===== src/rtl/fp_arb_pkg.sv =====
// Shared types and widths for the floating-point adder arbiter.
// Sequencer states, datapath, watchdog and counter widths.
package fp_arb_pkg;

  typedef enum logic [1:0] {
    IDLE,
    ISSUE,
    WAIT,
    RESP
  } state_e;

  localparam int FP_W   = 32;
  localparam int WDOG_W = 8;
  localparam int CNT_W  = 16;

endpackage


===== src/rtl/rr_arbiter.sv =====
// Combinational round-robin search starting one past last_gnt.
// Lowest distance from the pointer wins.
module rr_arbiter #(
  parameter int N = 4
) (
  input  logic [N-1:0]         req,
  input  logic [$clog2(N)-1:0] last_gnt,
  output logic [$clog2(N)-1:0] gnt,
  output logic                 any
);

  localparam int IW = $clog2(N);
  localparam logic [IW:0] NV = (IW+1)'(N);

  logic [IW:0] pos;

  // Walk from farthest to nearest so the nearest hit is kept.
  always_comb begin
    gnt = '0;
    any = 1'b0;
    pos = '0;
    for (int k = N; k >= 1; k--) begin
      pos = {1'b0, last_gnt} + (IW+1)'(k);
      if (pos >= NV) begin
        pos = pos - NV;
      end
      if (req[pos[IW-1:0]]) begin
        gnt = pos[IW-1:0];
        any = 1'b1;
      end
    end
  end

endmodule


===== src/rtl/fp_add_arbiter.sv =====
// Shares one FP adder among N_REQ requesters: round-robin grant,
// load/ack handshake, result routing and a WAIT watchdog.
module fp_add_arbiter
  import fp_arb_pkg::*;
#(
  parameter int N_REQ   = 4,
  parameter int DATA_W  = FP_W,
  parameter int TIMEOUT = 255
) (
  input  logic                    clk,
  input  logic                    reset,
  input  logic [N_REQ-1:0]        req_valid,
  input  logic [N_REQ*DATA_W-1:0] req_a,
  input  logic [N_REQ*DATA_W-1:0] req_b,
  output logic [N_REQ-1:0]        req_ready,
  output logic [N_REQ-1:0]        rsp_valid,
  output logic [DATA_W-1:0]       rsp_data,
  output logic                    rsp_err,
  input  logic [N_REQ-1:0]        rsp_ready,
  output logic                    add_load,
  output logic [DATA_W-1:0]       add_a,
  output logic [DATA_W-1:0]       add_b,
  input  logic [DATA_W-1:0]       add_result,
  input  logic                    add_ready,
  output logic                    add_ack,
  output logic [CNT_W-1:0]        op_count
);

  localparam int IW = $clog2(N_REQ);

  state_e            state_q, state_d;
  logic [IW-1:0]     gnt_q, gnt_d;
  logic [IW-1:0]     last_gnt_q, last_gnt_d;
  logic [DATA_W-1:0] op_a_q, op_a_d;
  logic [DATA_W-1:0] op_b_q, op_b_d;
  logic [DATA_W-1:0] data_q, data_d;
  logic              err_q, err_d;
  logic [WDOG_W-1:0] wdog_q, wdog_d;
  logic [CNT_W-1:0]  cnt_q, cnt_d;

  logic [IW-1:0]     arb_gnt;
  logic              arb_any;
  logic [DATA_W-1:0] sel_a, sel_b;
  logic [N_REQ-1:0]  gnt_oh;
  logic              wdog_hit;

  rr_arbiter #(
    .N(N_REQ)
  ) u_arb (
    .req     (req_valid),
    .last_gnt(last_gnt_q),
    .gnt     (arb_gnt),
    .any     (arb_any)
  );

  assign sel_a    = req_a[int'(gnt_q)*DATA_W +: DATA_W];
  assign sel_b    = req_b[int'(gnt_q)*DATA_W +: DATA_W];
  assign gnt_oh   = N_REQ'(1) << gnt_q;
  assign wdog_hit = (wdog_q == WDOG_W'(TIMEOUT));

  always_ff @(posedge clk or negedge reset) begin
    if (!reset) begin
      state_q    <= IDLE;
      gnt_q      <= '0;
      last_gnt_q <= IW'(N_REQ-1);
      op_a_q     <= '0;
      op_b_q     <= '0;
      data_q     <= '0;
      err_q      <= 1'b0;
      wdog_q     <= '0;
      cnt_q      <= '0;
    end else begin
      state_q    <= state_d;
      gnt_q      <= gnt_d;
      last_gnt_q <= last_gnt_d;
      op_a_q     <= op_a_d;
      op_b_q     <= op_b_d;
      data_q     <= data_d;
      err_q      <= err_d;
      wdog_q     <= wdog_d;
      cnt_q      <= cnt_d;
    end
  end

  always_comb begin
    state_d    = state_q;
    gnt_d      = gnt_q;
    last_gnt_d = last_gnt_q;
    op_a_d     = op_a_q;
    op_b_d     = op_b_q;
    data_d     = data_q;
    err_d      = err_q;
    wdog_d     = wdog_q;
    cnt_d      = cnt_q;
    unique case (state_q)
      IDLE: begin
        if (arb_any) begin
          gnt_d   = arb_gnt;
          state_d = ISSUE;
        end
      end
      ISSUE: begin
        op_a_d     = sel_a;
        op_b_d     = sel_b;
        last_gnt_d = gnt_q;
        wdog_d     = '0;
        err_d      = 1'b0;
        state_d    = WAIT;
      end
      WAIT: begin
        // A real result wins over a coincident watchdog expiry.
        if (add_ready) begin
          data_d  = add_result;
          err_d   = 1'b0;
          state_d = RESP;
        end else if (wdog_hit) begin
          data_d  = '0;
          err_d   = 1'b1;
          state_d = RESP;
        end else begin
          wdog_d = wdog_q + 1'b1;
        end
      end
      RESP: begin
        if (rsp_ready[gnt_q]) begin
          state_d = IDLE;
          if (!err_q) begin
            cnt_d = cnt_q + 1'b1;
          end
        end
      end
      default: state_d = IDLE;
    endcase
  end

  always_comb begin
    req_ready = '0;
    rsp_valid = '0;
    rsp_err   = 1'b0;
    add_load  = 1'b0;
    add_ack   = 1'b0;
    add_a     = op_a_q;
    add_b     = op_b_q;
    unique case (state_q)
      ISSUE: begin
        add_load  = 1'b1;
        req_ready = gnt_oh;
        add_a     = sel_a;
        add_b     = sel_b;
      end
      WAIT: add_ack = add_ready | wdog_hit;
      RESP: begin
        rsp_valid = gnt_oh;
        rsp_err   = err_q;
      end
      default: ;
    endcase
  end

  assign rsp_data = data_q;
  assign op_count = cnt_q;

endmodule

===== config.mk =====
export PLATFORM = sky130hd
export DESIGN_NAME = fp_add_arbiter
export DESIGN_NICKNAME = d
export VERILOG_FILES = /design/src/rtl/fp_arb_pkg.sv /design/src/rtl/rr_arbiter.sv /design/src/rtl/fp_add_arbiter.sv
export SDC_FILE = /design/constraint.sdc
export NUM_CORES = 1
export LEC_CHECK = 0
export BUFFER_PORTS_ARGS = -buffer_cell sky130_fd_sc_hd__buf_2
export CELL_PAD_IN_SITES_DETAIL_PLACEMENT = 1
export CELL_PAD_IN_SITES_GLOBAL_PLACEMENT = 1
export CORE_AREA = 2 2 165 167
export DETAILED_ROUTE_END_ITERATION = 6
export DIE_AREA = 0 0 167 169
export PLACE_DENSITY = 0.68
export SLEW_MARGIN = 20
export SYNTH_ARGS = -nofsm -noshare
export SYNTH_HDL_FRONTEND = slang
export SYNTH_SLANG_ARGS = --single-unit

===== constraint.sdc =====
create_clock -name clk -period 4.4 [get_ports clk]
set_input_delay 0.22 -clock clk [delete_from_list [all_inputs] [get_ports clk]]
set_output_delay 0.22 -clock clk [all_outputs]
set_load 0.01 [all_outputs]

==> results of run 1 <==
where the power goes:
group          internal [W]  switching (W)
combinational       0.00177        0.00169
sequential          0.00169       0.000327
clock              0.000868       0.000649
total               0.00433        0.00267
logic make-up after synthesis:
kind of cell,count (synthesis)
xor gates and xnor gates,15
muxes,135
buffers and inverters,43
adders and majority gates,7
DFF,127
and+or+nand+nor,68
AOI/OAI and AO/OA,67
placed cells by master, fill, tap and decap left out, drive strengths merged, types with 3 or more instances in the layout:
cell type | Yosys | routed
nor2 | 6 | 6
o21ai | 5 | 5
a21oi | 9 | 9
dlygate4sd3 | 0 | 18
nand2 | 10 | 10
clkbuf | 14 | 17
mux2 | 68 | 68
and2 | 4 | 4
mux4 | 64 | 64
inv | 10 | 20
nand3 | 14 | 14
and3 | 5 | 5
xnor2 | 14 | 14
mux2i | 3 | 3
nand2b | 6 | 6
a31oi | 4 | 4
ha | 7 | 7
nand4 | 7 | 7
and4 | 5 | 5
dfrtp | 125 | 125
a22o | 32 | 32
diode | 0 | 5
buf | 19 | 426
path summary, 6_finish.rpt:
path                           startpoint      endpoint  slack [ns]  cells past startpoint
max in group asynchronous           reset     wdog_q[6]        2.78                      3
min                        add_result[14]  rsp_data[14]        0.02                      2
max reg2reg                      gnt_q[0]   op_count[8]        2.00                      4
max                              gnt_q[0]     add_a[31]        1.38                      4
min in group asynchronous           reset    op_a_q[18]        0.48                      2
min reg2reg                  op_count[15]  op_count[15]        0.47                      1
metrics by stage:
step | worst slack [ns] | util | std cells | area (µm²) | power [W]
finish | 1.38 | 0.378 | 1251 | 10000 | 0.00700
CTS | 1.31 | 0.377 | 1246 | 10000 | 0.00712
floorplan | 2.36 | - | 462 | 6760 | 0.00423
global route | 1.19 | 0.378 | 1249 | 10000 | 0.00745
global placement | 1.81 | 0.347 | 1196 | 9210 | 0.00547
detailed placement | 1.78 | 0.347 | 1196 | 9210 | 0.00555
worst register-to-register path, delay by kind of cell (launching register included):
family                    cells  cell delay, ns
and+or+nand+nor               2            0.55
DFF                           1            0.74
xor gates and xnor gates      1            0.18
AOI/OAI and AO/OA             1            0.80
area by class of cell:
type | instances | area share
Inverter | 10 | 0.00375
Multi-Input combinational cell | 292 | 0.339
Timing Repair Buffer | 444 | 0.234
Clock buffer | 17 | 0.0425
Sequential cell | 127 | 0.318
Tap cell | 341 | 0.0426
Antenna cell | 5 | 0.00125
Clock inverter | 15 | 0.0190
registers in the layout, indices dropped and copies added, names as in the netlist:
name and count:
op_b_q 32, wdog_q 8, rsp_data 32, gnt_q 2
state_q 2, last_gnt_q 2, err_q 1, op_a_q 32
op_count 16
layer usage:
metal,share of wire,GRT usage
met1,0.41,0.232
met2,0.51,0.319
met3,0.064,0.0538
met4,0.020,0.0675
met5,0,0
==> impl_results.md, run 1 <==
* Worst Path Max Fanout at 41
* Slew @ Worst Pin at 1.10 ns
* Synth cell types at 49
* Synth cell count leaders: 125 x dfrtp_1, 68 x mux2_2, 64 x mux4_2, 32 x a22o_1
* Power density over the cells at 698 nW/µm²
* Multi-input gate area at 3390 µm²
* FF+latch area at between 3000 and 4000 µm²
* Adder-cell share of the synthesized area at 0.0130
* Final hold vios at 0
* Setup-failing EPs final at 0
* Largest cells by area after synthesis: dfrtp_1 46%, mux4_2 21%, mux2_2 11%
* Proportion of synthesized area in mux cells at 0.331
* Filler cell count at around 3.0k
* Starting Density at 0.255
* Crit path max-delay family: flip-flops
* Drt initial violations at 283
* Max Clock Freq at about 330 MHz
* Critical Path AT at 2.80 ns
* Synth top area share at 0.463
* Largest stage delay on the critical path at 0.90 ns
* CP startpoint kind: register
* GRT Total Usage at 0.189
* Setup TNS at 0 ns
* GP Congestion at roughly 0.84
* Hold slack at 0.0182 ns
* Residual DRC at 0
* Seq/Total Area, Yosys at 0.471
* First-pass GRT wire length at 40600 µm
* Core ar. at 26500 µm²
* Via-to-Cell Ratio at ~4.9
* Worst Path Required at roughly 4.2 ns
* DR vias at 6091
* TritonCTS clock tree: done
* Row Count at 60
* Vias in the first global route at between 6k and 7k
* Tcrit/Tclk final at 0.686
* Seq cells post-synth at 127
* Largest family of logic cells by synthesized area: multiplexers
* Pins Over Slew Limit at 0
* Layout cells sized above 1 at 0.662
* HP Class: input port to register
* Nets at 1198
* Clock latency at the later pin of the worst-skew pair at 0.42 ns
* Cts repair resizes at 0
* Full die area at 28200 µm²
* Synth Area in XOR/XNOR at 0.0194
* Initial antenna violation count at 5
* Relative slew slack at 0.268
* CTS buffer count at 17
* Async SR Flop Fraction at 1.00
* CTS max path bufs at 2
* WS Path Type: register to output port
* Hold buffers post-CTS at 18
* P_leak at about 4.8 nW
* Root buffer cell: clkbuf_16
* Mapped cell area at between 6000 and 7000 µm²
* Avg Cell Area, Syn at roughly 15 µm²
* H-tree depth at 4
* WP buf/inv at 2
* Outcome: finished, final reports clean
* Antenna-violating nets left at 0
* I/O pins at 422
* Grt ovf at 0
* Compound-Gate Fraction of Synth Area at 0.0783
* Type of element capturing the critical path: output port
* RSZ-0062 raised after global routing: false
* Biggest area consumer among synthesized cells: dfrtp_1
* PortBufs at roughly 420
* Post-synth top flop: dfrtp_1
* Most frequent cell after synthesis: dfrtp_1
* Die Span X at 167 µm
* Slowest cell on the critical path: dfrtp_4
* Die Y at 169 µm
* Post-synthesis cell count at 462
* Routed Wire Length at between 20000 and 30000 µm
* Worst-path clk slew at 0.07 ns
* Post-layout min period at 3.02 ns
* Syn Nets at 768
* Drt wl/cell at 21.5 µm
* Post-synth EDFFs at 0
* Drt first pass iters at 4
* Worst-case clock skew at 0.0106 ns
* Post-Synth Simple-Gate Area at 0.0579
* HPWL after DPL at roughly 21000 µm
* Ys Warns at 0
* Clock sink count at 127
* Setup bufs post-CTS at 0
* Peak VDD IR at 0.380 mV
* Crit path cell chain: buf_12 > mux4_2 > mux2_2 > buf_2
* MaxCap Viol Count at 0
* Largest net degree at the start of global routing at 90
* Area grow syn2layout at 48.2%
Power figures use the tool's default switching activity.
==> run 2, diff against run 1 <==
clock period = 2.8 ns   (was 4.4 ns; I/O delays follow)
==> impl_results.md, run 2 (synthesis results as in run 1) <==
* Hold slack at 0.135 ns
* Relative slew slack at 0.535
* Drt initial violations at 311
* PortBufs at 421
* Drt wl/cell at ~21 µm
* Reg-to-Reg End: rsp_data[29]
* Worst-path clk slew at 0.07 ns
* Worst Path Required at 2.66 ns
* Layout cells sized above 1 at 0.654
* Clock latency at the later pin of the worst-skew pair at 0.42 ns
* Clock sink count at 127
* Grt ovf at 0
* Crit path cell chain: buf_12 > buf_12 > mux4_2 > mux2_2 > buf_2
* HPWL after DPL at 21000 µm
* WS Path Type: register to output port
* Die Span X at 167 µm
* Row Count at 60
* Crit path max-delay family: multiplexers
* Filler cell count at 2917
* Antenna-violating nets left at 0
* HP Class: input port to register
* Most frequent cells in the layout: 420 x buf_2, 123 x dfrtp_1, 68 x mux2_2, 64 x mux4_2, 33 x dlygate4sd3_1
* Largest net degree at the start of global routing at 56
* CP startpoint kind: register
* Pins Over Slew Limit at 0
* Peak VDD IR at 0.443 mV
* Overall power at approximately 0.011 W
* Die Y at 169 µm
* Cts repair resizes at 0
* MaxCap Viol Count at 0
* Commonest non-fill, non-tap cell in the layout: buf_2
* Post-layout min period at 2.61 ns
* GR Util met1 at 0.231
* WP depth at 5
* Max Clock Freq at 383 MHz
* Hold EP: wdog_q[7]
* Hold Startpoint: add_ready
* Most used routing layer: met2
* Nets at ~1.2k
* Met2 Resource Use GR at 0.332
* Multi-input gate area at 3390 µm²
* Via-to-Cell Ratio at 4.84
* Root buffer cell: clkbuf_16
* RSZ-0062 raised after global routing: false
* P_leak at 4.93 nW
* Largest stage delay on the critical path at 0.72 ns
* GRT Total Usage at 0.193
* I/O pins at 422
* R2R Path Start: wdog_q[0]
* Global-route track usage on met3 at 0.0484
* Setup-failing EPs final at 0
* Type of element capturing the critical path: output port
* CTS max path bufs at 2
* First-pass GRT wire length at 41400 µm
* Drt first pass iters at 4
* WP buf/inv at 3
* CP most frequent cell: buf_12
* GP Congestion at between 0.8 and 0.9
* R2R setup slack at 0.58 ns
* Final Cell Area at between 10000 and 15000 µm²
* Routed Wire Length at 27300 µm
* DR vias at 6174
* Full die area at about 28000 µm²
* Slowest cell on the critical path: dfrtp_4
* Worst Path Max Fanout at 22
* Setup TNS at 0 ns
* TritonCTS clock tree: done
* Starting Density at 0.255
* Placed Area at 9340 µm²
* Worst-case clock skew at 0.0120 ns
* Vias in the first global route at 6725
* Final hold vios at 0
* Power density over the cells at 1100 nW/µm²
* Initial antenna violation count at 6
* FF+latch area at 3190 µm²
* Critical Path AT at 2.47 ns
* Reg2Reg Depth at 5
* Outcome: finished, final reports clean
* Residual DRC at 0
* Area grow syn2layout at 52.5%
* H-tree depth at 4
* Core ar. at 26500 µm²
* Hold depth at 4
* CTS buffer count at 17
* Slew @ Worst Pin at 0.695 ns
* Tcrit/Tclk final at 0.932
run 2: changes by cell type in the layout (fill, tap and decap cells not counted), sizes merged:
cell,change
inv,-2
clkinvlp,+1
dlygate4sd3,+15
bufinv,+1
buf,+9
run 2: layer usage:
layer | wire (µm) | share of wire
met5 | 0 | 0
met4 | 633 | 0.023
met3 | 1530 | 0.056
met2 | 14000 | 0.51
met1 | 11100 | 0.41
run 2: stage by stage:
| stage | cells | worst slack, ns | utilization |
|---|---|---|---|
| after floorplan | 462 | 0.839 | - |
| after global placement | 1205 | 0.619 | 0.352 |
| after detailed placement | 1205 | 0.565 | 0.352 |
| after CTS | 1270 | 0.106 | 0.388 |
| after global routing | 1275 | 0.0114 | 0.389 |
| final | 1275 | 0.191 | 0.389 |
run 2: area by class of cell:
type                    instances  share of cell area
clock buffers                  17              0.0413
inverters                      10             0.00364
well taps                     341              0.0414
clock inverters                15              0.0194
repair buffers                468               0.255
diodes                          5             0.00121
flip-flops and latches        127               0.309
multi-input cells             292               0.329
run 2: repair_timing:
| action | CTS | global route |
|---|---|---|
| hold endpoints to repair | 77 | 0 |
| hold buffers | 33 | 0 |
| setup buffers | 0 | 0 |
run 2: how the worst max path moves through the flow:
| stage | start | end |
|---|---|---|
| floorplan | state_q[1] | add_a[24] |
| global placement | gnt_q[0] | add_a[30] |
| detailed placement | gnt_q[0] | add_b[9] |
| CTS | gnt_q[0] | add_b[9] |
| global route | gnt_q[0] | add_b[9] |
| finish | gnt_q[0] | add_b[9] |
run 2: worst register-to-register path, stage by stage (launching register included):
cell	delay, ns
dfrtp_1	0.40
ha_1	0.24
nand4_1	0.14
o21ai_2	0.38
nand2_2	0.50
a22o_1	0.44
run 2: where the power goes:
part / internal (W) / total (W) / switching [W]
Combinational: 0.00292 / 0.00571 / 0.00280
Clock: 0.00144 / 0.00243 / 0.000990
Sequential: 0.00266 / 0.00316 / 0.000495
Total: 0.00701 / 0.0113 / 0.00428
==> run 3, diff against run 2 <==
BUFFER_PORTS_ARGS = default   (was -buffer_cell sky130_fd_sc_hd__buf_2)
CORE_AREA = 2 2 163 165   (was 2 2 165 167)
DIE_AREA = 0 0 165 167   (was 0 0 167 169)
DONT_BUFFER_PORTS = 1   (was default)
PLACE_DENSITY = 0.51   (was 0.68)
==> impl_results.md, run 3 (synthesis results as in run 1) <==
* Full die area at 27600 µm²
* Grt ovf at 0
* First-pass GRT wire length at between 30000 and 40000 µm
* Residual DRC at 0
* Root buffer cell: clkbuf_16
* Reg2Reg Depth at 5
* Clock sink count at 127
* Peak VDD IR at slightly below 0.5 mV
* Power density over the cells at between 1000 and 1500 nW/µm²
* TritonCTS clock tree: done
* Setup WS pre-CTS at between 0.5 and 0.6 ns
* Die Span X at 165 µm
* Setup bufs post-CTS at 0
* Worst setup margin at around 0.21 ns
* RSZ-0062 raised after global routing: false
* Cts repair resizes at 0
* MaxCap Viol Count at 0
* Clock latency at the later pin of the worst-skew pair at approximately 0.4 ns
* Final hold vios at 127
* Post-layout min period at 2.59 ns
* Drt wl/cell at roughly 29 µm
* Reg-to-Reg End: rsp_data[18]
* CTS max path bufs at 2
* Via-to-Cell Ratio at 5.41
* Critical Path AT at 2.45 ns
* Hold buffers post-CTS at 33
* Routed Wire Length at 24700 µm
* Area grow syn2layout at 19.0%
* Worst-case clock skew at 0.0114 ns
* Slew @ Worst Pin at 0.653 ns
* Largest net degree at the start of global routing at 128
* P_leak at 3.14 nW
* Hold slack at -0.576 ns
* Type of element capturing the critical path: output port
* Slowest cell on the critical path: dfrtp_4
* Layout cells sized above 1 at 0.359
* Dpl cells at 771
* PortBufs at 0
* Filler cell count at 2748
* Relative slew slack at 0.563
* WS Path Type: register to output port
* Die Y at 167 µm
* Crit path cell chain: buf_12 > mux4_2 > mux2_2
* R2R Path Start: wdog_q[0]
* Commonest non-fill, non-tap cell in the layout: dfrtp_1
* Drt initial violations at 333
* Outcome: finished with violations
* Pins Over Slew Limit at 0
* GP Congestion at 1.03
* R2R setup slack at 0.56 ns
* Initial antenna violation count at 13
* Antenna-violating nets left at 0
* Starting Density at 0.262
* Setup TNS at 0 ns
* Tcrit/Tclk final at 0.926
* Largest stage delay on the critical path at 0.77 ns
* Worst Path Max Fanout at 36
* CTS buffer count at 17
* Layout Cells excl Fill at 849
* Row Count at roughly 60
* Core ar. at 25800 µm²
* Max Clock Freq at 386 MHz
* Drt first pass iters at 4
* CP startpoint kind: register
* DR vias at roughly 4.6k
* GRT Total Usage at 0.175
* Vias in the first global route at 4989
* Most frequent cells in the layout: 123 x dfrtp_1, 68 x mux2_2, 64 x mux4_2, 33 x dlygate4sd3_1, 32 x a22o_1
* Worst-path clk slew at 0.06 ns
* I/O pins at approximately 420
* H-tree depth at 4
* HP Class: input port to asynchronous set/reset pin
* Setup-failing EPs final at 0
* Worst Path Required at 2.66 ns
* Nets at a little under 800
* Violated checks: negative hold slack
* HPWL after DPL at between 15000 and 20000 µm
-- run 3: cell count changes in the layout (fill, tap and decap cells not counted), sizes merged, moves of 2 or more --
cell    change
clkinv      +3
clkbuf      +2
bufinv      -3
diode       +8
buf       -428
-- run 3: stage by stage --
step	area (µm²)	util	total power (W)
finish	8040	0.312	0.00976
global route	8040	0.312	0.0104
CTS	8010	0.311	0.00993
detailed placement	7130	0.277	0.00770
global placement	7130	0.277	0.00751
floorplan	6760	-	0.00665
-- run 3: metal layers --
metal  share of wire  GRT usage  wire length [µm]
met1            0.38      0.206              9320
met2            0.52      0.294             12900
met3           0.088     0.0650              2170
met4           0.011     0.0563               280
met5         0.00093          0                23
-- run 3: final cells by class --
class                      count  area, µm²  area share
sequential                   127       3190       0.396
multi-input combinational    292       3390       0.422
inverter                      10       37.5     0.00467
antenna                       13       32.5     0.00404
clock buffer                  19        453      0.0563
timing repair buffer          40        420      0.0523
tap                          335        419      0.0521
clock inverter                13        101      0.0126
-- run 3: worst max path at each step --
stage               start           end  slack, ns  cells after the start
3_5_place_dp    wdog_q[0]  rsp_data[13]       0.58                      5
6_report         gnt_q[0]     add_a[16]       0.21                      3
4_1_cts          gnt_q[0]     add_b[29]       0.13                      3
5_1_grt         wdog_q[0]       add_ack       0.01                      5
3_3_place_gp     gnt_q[0]    op_b_q[29]       0.62                      3
2_1_floorplan  state_q[1]     add_a[24]       0.84                      6
-- run 3: power breakdown --
group / total (W) / leakage (nW) / internal, W / switching [W]
clock network: 0.00214 / 0.276 / 0.00120 / 0.000943
registers: 0.00340 / 1.55 / 0.00266 / 0.000743
logic: 0.00421 / 1.31 / 0.00206 / 0.00215
-- run 3: worst max-delay path: cells and delay by family (launching register included) --
kind     cells  cell delay, ns
buf+inv      1            0.34
flops        1            0.77
mux          2            0.89
